`src/rtl/load_store_unit.sv`:
```
// RV32I load/store initiator for a word-addressed memory with one-cycle read
// latency and no byte enables; sub-word stores are done as read-modify-write.
module load_store_unit #(
  parameter int p_MemWordAddrBits = 16
) (
  input  logic        i_Clock,
  input  logic        i_Reset_n,
  input  logic        i_Valid,
  output logic        o_Ready,
  input  logic        i_Store,
  input  logic [2:0]  i_Funct3,
  input  logic [31:0] i_Address,
  input  logic [31:0] i_StoreData,
  output logic        o_Done,
  output logic        o_Error,
  output logic [31:0] o_LoadData,
  output logic        o_MemWriteEnable,
  output logic [31:0] o_MemAddress,
  output logic [31:0] o_MemDataOut,
  input  logic [31:0] i_MemDataIn
);

  typedef enum logic [2:0] {
    S_IDLE, S_READ, S_CAPTURE, S_MERGE, S_WRITE, S_DONE
  } state_t;

  state_t      state;
  logic        store_q;
  logic [2:0]  funct3_q;
  logic [31:0] addr_q;
  logic [31:0] store_data_q;

  function automatic logic req_error(input logic st, input logic [2:0] f3,
                                     input logic [31:0] addr);
    logic bad;
    case (f3)
      3'b000:  bad = 1'b0;
      3'b001:  bad = addr[0];
      3'b010:  bad = |addr[1:0];
      3'b100:  bad = st;
      3'b101:  bad = st | addr[0];
      default: bad = 1'b1;
    endcase
    if ((addr >> (p_MemWordAddrBits + 2)) != 32'd0) bad = 1'b1;
    return bad;
  endfunction

  function automatic logic [31:0] load_extend(input logic [2:0] f3, input logic [1:0] off,
                                              input logic [31:0] word);
    logic [31:0] byte_sh;
    logic [31:0] half_sh;
    logic [31:0] res;
    byte_sh = word >> {off, 3'b000};
    half_sh = word >> {off[1], 4'b0000};
    case (f3)
      3'b000:  res = {{24{byte_sh[7]}}, byte_sh[7:0]};
      3'b100:  res = {24'd0, byte_sh[7:0]};
      3'b001:  res = {{16{half_sh[15]}}, half_sh[15:0]};
      3'b101:  res = {16'd0, half_sh[15:0]};
      default: res = word;
    endcase
    return res;
  endfunction

  function automatic logic [31:0] store_merge(input logic [2:0] f3, input logic [1:0] off,
                                              input logic [31:0] word, input logic [31:0] data);
    logic [31:0] res;
    res = word;
    if (f3 == 3'b000) res[{off, 3'b000} +: 8] = data[7:0];
    else              res[{off[1], 4'b0000} +: 16] = data[15:0];
    return res;
  endfunction

  // Word address is a plain truncation of the latched byte address.
  assign o_MemAddress = {2'b00, addr_q[31:2]};

  always_ff @(posedge i_Clock or negedge i_Reset_n) begin
    if (!i_Reset_n) begin
      state            <= S_IDLE;
      o_Ready          <= 1'b1;
      o_Done           <= 1'b0;
      o_Error          <= 1'b0;
      o_LoadData       <= '0;
      o_MemWriteEnable <= 1'b0;
      o_MemDataOut     <= '0;
      store_q          <= 1'b0;
      funct3_q         <= '0;
      addr_q           <= '0;
      store_data_q     <= '0;
    end else begin
      o_Done           <= 1'b0;
      o_Error          <= 1'b0;
      o_MemWriteEnable <= 1'b0;
      case (state)
        S_IDLE: begin
          if (i_Valid && o_Ready) begin
            store_q      <= i_Store;
            funct3_q     <= i_Funct3;
            addr_q       <= i_Address;
            store_data_q <= i_StoreData;
            o_Ready      <= 1'b0;
            if (req_error(i_Store, i_Funct3, i_Address)) begin
              state   <= S_DONE;
              o_Done  <= 1'b1;
              o_Error <= 1'b1;
            end else if (i_Store && i_Funct3 == 3'b010) begin
              state            <= S_WRITE;
              o_MemWriteEnable <= 1'b1;
              o_MemDataOut     <= i_StoreData;
            end else begin
              state <= S_READ;
            end
          end
        end
        S_READ: state <= store_q ? S_MERGE : S_CAPTURE;
        S_CAPTURE: begin
          o_LoadData <= load_extend(funct3_q, addr_q[1:0], i_MemDataIn);
          o_Done     <= 1'b1;
          state      <= S_DONE;
        end
        S_MERGE: begin
          o_MemDataOut     <= store_merge(funct3_q, addr_q[1:0], i_MemDataIn, store_data_q);
          o_MemWriteEnable <= 1'b1;
          state            <= S_WRITE;
        end
        S_WRITE: begin
          o_Done <= 1'b1;
          state  <= S_DONE;
        end
        S_DONE: begin
          o_Ready <= 1'b1;
          state   <= S_IDLE;
        end
        default: begin
          o_Ready <= 1'b1;
          state   <= S_IDLE;
        end
      endcase
    end
  end

endmodule

```
`config.mk`:
```
export PLATFORM = sky130hd
export DESIGN_NAME = load_store_unit
export DESIGN_NICKNAME = d
export VERILOG_FILES = /design/src/rtl/load_store_unit.sv
export SDC_FILE = /design/constraint.sdc
export NUM_CORES = 1
export LEC_CHECK = 0
export CAP_MARGIN = 10
export CORE_MARGIN = 2
export CORE_UTILIZATION = 43
export CTS_CLUSTER_DIAMETER = 30
export DETAILED_ROUTE_END_ITERATION = 6
export PLACE_DENSITY_LB_ADDON = 0.1
export SLEW_MARGIN = 20
export SYNTH_ARGS = -nofsm -noshare
export SYNTH_HDL_FRONTEND = slang
export SYNTH_SLANG_ARGS = --single-unit
```
`constraint.sdc`:
```
create_clock -name i_Clock -period 2.1 [get_ports i_Clock]
set_input_delay 0.315 -clock i_Clock [delete_from_list [all_inputs] [get_ports i_Clock]]
set_output_delay 0.315 -clock i_Clock [all_outputs]
set_load 0.005 [all_outputs]
```
# Word-level counts from Yosys, hierarchy flattened
# Cells that the tools add are included.
[totals]
ff_bits = 123
inputBits = 103
out_inout_bits = 100
[op_classes]
n_addsub = 2
n_eq_ne = 14
shifts = 6
mux = 27
n_bitwise = 2
n_reduce_logical = 13
[op_table]
columns = ["op", "count"]
rows = [
  ["$mux 32", 4],
  ["$pmux 32 s4", 1],
  ["$bwmux 32", 2],
  ["$pmux 32 s2", 1],
  ["$reduce_bool 32->1", 1],
  ["$shift 16x7->32 const A", 1],
  ["$shift 8x7->32 const A", 1],
  ["$shiftx 16x7->32", 1],
  ["$shiftx 8x7->32", 1],
  ["$shr 32x5->16", 1],
  ["$shr 32x5->8", 1],
  ["$eq 3x3->1 const B", 5],
  ["$neg 5->7", 2],
  ["$pmux 3 s4", 1],
  ["$mux 1", 11],
  ["$eq 3x1->1 const B", 3],
  ["$eq 3x2->1 const B", 3],
  ["$logic_not 3->1", 3],
  ["$mux 3", 3],
  ["$ne 2x2->1 const B", 3],
  ["$pmux 1 s2", 3],
  ["$pmux 1 s5", 1],
  ["$reduce_and 2->1", 2],
  ["$reduce_and 4->1", 1],
  ["other kinds (6)", 8],
]

# Longest topological paths before layout
[logic_depth]
ltp_word = 8
mapped_depth = 8

# Worst setup path before layout
# OpenSTA, ideal clock, no wires.
[synth_path]
path_kind = "reg-to-reg"
from = "reg addr_q[1]"
to = "reg o_MemDataOut[30]"
setup_time_ns = 0.080
t_arrival_ns = 1.997
required_time_ns = 2.020
path_slack_ns = 0.023
path_stages_with_launch = 9
cell_sequence = "dfrtp_1 > buf_2 > clkinv_1 > ha_1 > nor4bb_1 > buf_1 > a221oi_1 > a211o_1 > o211ai_2"
[synth_via]
elab_chain_len = 5
word_cells_on_any_way = 10
cone_classes = "2 x add/sub; 4 x shift; 4 x mux"
[synth_rtl]
columns = ["element", "line", "text"]
rows = [
  ["from (decl)", "30", "logic [31:0] addr_q;"],
  ["from (signal assigned)", "99", "addr_q <= i_Address;"],
  ["$neg 5->7, on equally long branches", "70, 69", ""],
  ["$shiftx 16x7->32 (tied with other cells)", "70", "else res[{off[1], 4'b0000} +: 16] = data[15:0];"],
  ["$bwmux 32, on equally long branches", "70, 69", ""],
  ["$mux 32 (*)", "69", "if (f3 == 3'b000) res[{off, 3'b000} +: 8] = data[7:0];"],
  ["$pmux 32 s2 (*)", "94", "case (state)"],
  ["to (signal assigned)", "109", "o_MemDataOut <= i_StoreData;"],
  ["to (signal assigned)", "122", "o_MemDataOut <= store_merge(funct3_q, addr_q[1:0], i_MemDataIn, store_data_q);"],
  ["to (decl)", "19", "output logic [31:0] o_MemDataOut,"],
]
# Every way passes the cells marked *; elsewhere a longest branch is shown, timed or not.
# A chain may end at the register's enable or synchronous reset.

# Worst setup path in the final report
[layout_path]
from = "reg funct3_q[1]"
to = "reg o_MemDataOut[0]"
[layout_via]
elab_chain_len = 3
[layout_rtl]
columns = ["element", "line", "text"]
rows = [
  ["from (decl)", "29", "logic [2:0] funct3_q;"],
  ["from (signal assigned)", "98", "funct3_q <= i_Funct3;"],
  ["$logic_not 3->1", "69", ""],
  ["$mux 32", "69", ""],
  ["$pmux 32 s2", "94", ""],
]
# No other way between the ends.

==> metrics.md <==
| Metric | Value |
|---|---|
| Critical Path RT | `2430 ps` |
| Pre-CTS WS | `-166.2 ps` |
| Syn Area/Cell | `10.36 sq um` |
| Clock root buffer | `clkbuf_16` |
| Vias in the first global route | `5812` |
| Tcrit/Tclk final | `0.9418` |
| WHS | `-52.50 ps` |
| Sequential-to-total area share from yosys stat | `0.4606` |
| Initial Util | `0.4398` |
| Clock period minus worst slack | `1978 ps` |
| Worst Path Arrival | `2310 ps` |
| Post-layout util | `0.6248` |
| Die area | `16560 sq um` |
| Fin. Hold Viols | `26` |
| Inserted Clock Buffers | `17` |
| Share of layout cells above drive strength 1 | `0.1862` |
| Die Height | `128.7 um` |
| Vias per cell | `5.768` |
| Violated checks | `hold timing` |
| Crit path max fanout | `8` |
| Setup crit end kind | `flop` |
| FP Rows | `45` |
| Clock Latency Late Sink | `420 ps` |
| Crit Path Class | `reg2reg` |
| Core Area | `15200 sq um` |
| # port buffers | `200` |
| FF+latch area | `3079 sq um` |
| Synth Cell Area | `6685 sq um` |
| Leak | `3.944 nW` |
| Die Width | `128.7 um` |
| Synth area leader | `dfrtp_1` |
| Clock skew | `10.46 ps` |
| CP bufs+invs | `1` |
| H-Tree Level Count | `4` |
| Combined area of the multi-input logic cells | `3126 sq um` |
| F_max | `505.6 MHz` |
| Grt total ovfl | `0` |
| Peak VDD IR | `641.3 uV` |
| Status | `complete, but fails checks` |
| Synth async-reset ratio | `1.000` |
| Top-area cell type share of the netlist area | `0.4567` |
| Final net count | `933` |
| Worst relative slew slack | `0.5257` |
| GRT Overall Usage | `0.2509` |
| First-pass GRT wire length | `31.79 mm` |
| Final worst slack | `122.2 ps` |
| Ranking of synthesized cells by area | `dfrtp_1, mux2_2, a221oi_1` |
| Synth unique cells | `51` |
| Count of pins over their slew limit | `0` |
| Half-perimeter wire length after detailed placement | `14.99 mm` |
| Drt first pass iters | `5` |
| Initial antenna violation count | `0` |
| Final ANT Viol Nets | `0` |
| WL final | `20.33 mm` |
| Hold WC Path Type | `in2async` |
| CTS Hold Bufs | `0` |
| Routability cong. | `0.8461` |
| Slowest Stage Delay on Critical Path | `610 ps` |
| Starting DRC count in detailed routing | `341` |
| CP Cell Sequence | `nor3_1 > buf_4 > mux2i_1 > a221oi_1 > a31oi_1` |
| Worst-path clk slew | `60 ps` |
| Setup violations, final | `0` |
| Count of filler cells inserted in the layout | `1246` |
| CP startpoint kind | `flop` |
| CP max-delay cell | `mux2i_1` |
| Routed length per placed instance | `19.82 um` |
| Synth Flop Type | `dfrtp_1` |
| Layout area overhead | `42.07%` |
| Number of synthesized flops with an enable pin | `0` |
| CTS tree | `built` |
| Via count | `5918` |
| Max-Cap Viols | `0` |
| Largest net degree at the start of global routing | `124` |
| CP top delay family | `multiplexers` |
| Detailed-route DRC error count | `0` |
| Post-Syn Instances | `645` |
| I/O pin count | `203` |
| Ant diodes | `0` |
| Yosys reg bits | `123` |
| CTS Buffer Depth | `2` |
| CTS sink cnt | `123` |
| Synth warn | `0` |
| Flop2flop setup slack | `120 ps` |
| RSZ-0062 raised after global routing | `no` |
| Worst Max-Slew Pin Slew | `691.7 ps` |
| PD cells | `1420 nW/um^2` |
[flip-flops by register name, indices dropped and copies added (netlist names)]
signal and cells:
store_q 1, o_Ready 1, o_LoadData 32, funct3_q 3, o_MemDataOut 32, state 3, addr_q 32, store_data_q 16
o_Done 1, o_Error 1, o_MemWriteEnable 1
[power by group]
part / switching, W / leakage (nW) / internal (W)
registers: 0.000840 / 1.49 / 0.00353
logic: 0.00270 / 2.18 / 0.00349
clock network: 0.00116 / 0.274 / 0.00177
total: 0.00469 / 3.94 / 0.00879
[layout by cell type (no fill, tap or decap), types with 3 or more instances in the layout]
| cell | instances |
|---|---|
| clkinvlp_4 | 5 |
| a211o_1 | 16 |
| o31ai_1 | 5 |
| o211ai_2 | 9 |
| clkbuf_16 | 17 |
| nand3b_1 | 3 |
| a31oi_1 | 16 |
| nand2b_1 | 3 |
| inv_1 | 6 |
| a221oi_1 | 34 |
| buf_12 | 6 |
| o22ai_1 | 10 |
| buf_4 | 44 |
| nor2_1 | 14 |
| inv_6 | 6 |
| ha_1 | 5 |
| o21ai_0 | 29 |
| nor2b_1 | 10 |
| nand3_1 | 48 |
| dfrtp_1 | 122 |
| nand2_1 | 56 |
| mux2i_1 | 27 |
| or3_1 | 22 |
| a21oi_1 | 12 |
| clkdlybuf4s50_1 | 199 |
| nor4_1 | 4 |
| mux2_2 | 52 |
| o211ai_1 | 23 |
[kinds of logic (layout without fill, tap and decap cells)]
| family | after synthesis | after routing | synth area share |
|---|---|---|---|
| AOI/OAI and AO/OA | 164 | 164 | 0.1844 |
| xor gates and xnor gates | 1 | 1 | 0.001310 |
| adders and majority gates | 5 | 5 | 0.009358 |
| buffers and inverters | 96 | 288 | 0.07692 |
| DFF | 123 | 123 | 0.4606 |
| muxes | 81 | 81 | 0.1329 |
| other | 1 | 2 | 0.0005609 |
| and+or+nand+nor | 174 | 174 | 0.1340 |
[repair_timing]
item                       CTS  global route
setup endpoints to repair    8            17
gates resized for setup      1             2
pin swaps                    0             1
setup buffers                0             1
[area by class of cell]
cell class / instances / share of cell area
well taps: 188 / 0.02477
flip-flops and latches: 123 / 0.3242
multi-input cells: 427 / 0.3291
inverters: 7 / 0.002766
clock buffers: 17 / 0.04479
repair buffers: 249 / 0.2571
clock inverters: 15 / 0.01726
[final timing paths]
| kind | startpoint | to | cells after the start |
|---|---|---|---|
| min in group i_Clock | i_StoreData[29] | o_MemDataOut[29] | 3 |
| max in group asynchronous | i_Reset_n | store_data_q[13] | 2 |
| worst max register to register | funct3_q[1] | o_MemDataOut[0] | 5 |
| worst min-delay path | i_Reset_n | o_LoadData[10] | 2 |
| worst max-delay path | funct3_q[1] | o_MemDataOut[0] | 5 |
| worst min register to register | o_LoadData[6] | o_LoadData[6] | 2 |
[synth_stat cells, drive strengths merged (12+ instances only)]
master and number:
dfrtp 122, nand2 57, buf 53, mux2 52, nand3 48, clkbuf 36
a221oi 34, o211ai 32, o21ai 30, mux2i 28, or3 22, a211o 16
a31oi 16, nor2 15, a21oi 12
[layer usage]
metal  up-vias  share of wire  track usage
li1       2743              -            -
met3        37          0.057      0.04948
met4         0          0.023      0.09207
met2       222           0.46       0.3869
met5         -              0            0
met1      2916           0.46       0.3528
[per-stage QoR]
stage	total power (W)	cell area, sq um	instances	setup TNS [ps]	hold WS [ps]
6_report	0.01348	9498	1026	0	-52.50
2_1_floorplan	0.007781	6689	646	0	19.41
3_3_place_gp	0.01033	8889	993	-1615	467.1
5_1_grt	0.01436	9498	1026	0	44.76
4_1_cts	0.01354	9482	1025	0	36.75
3_5_place_dp	0.01056	8889	993	-3843	473.3
[worst reg2reg max path, delay by kind of cell (launching register included)]
kind | cells | cell delay, ps
compound gates | 2 | 460
buf+inv | 1 | 190
flops | 1 | 420
mux | 1 | 610
simple gates | 1 | 220
(Power assumes the default switching activity.)
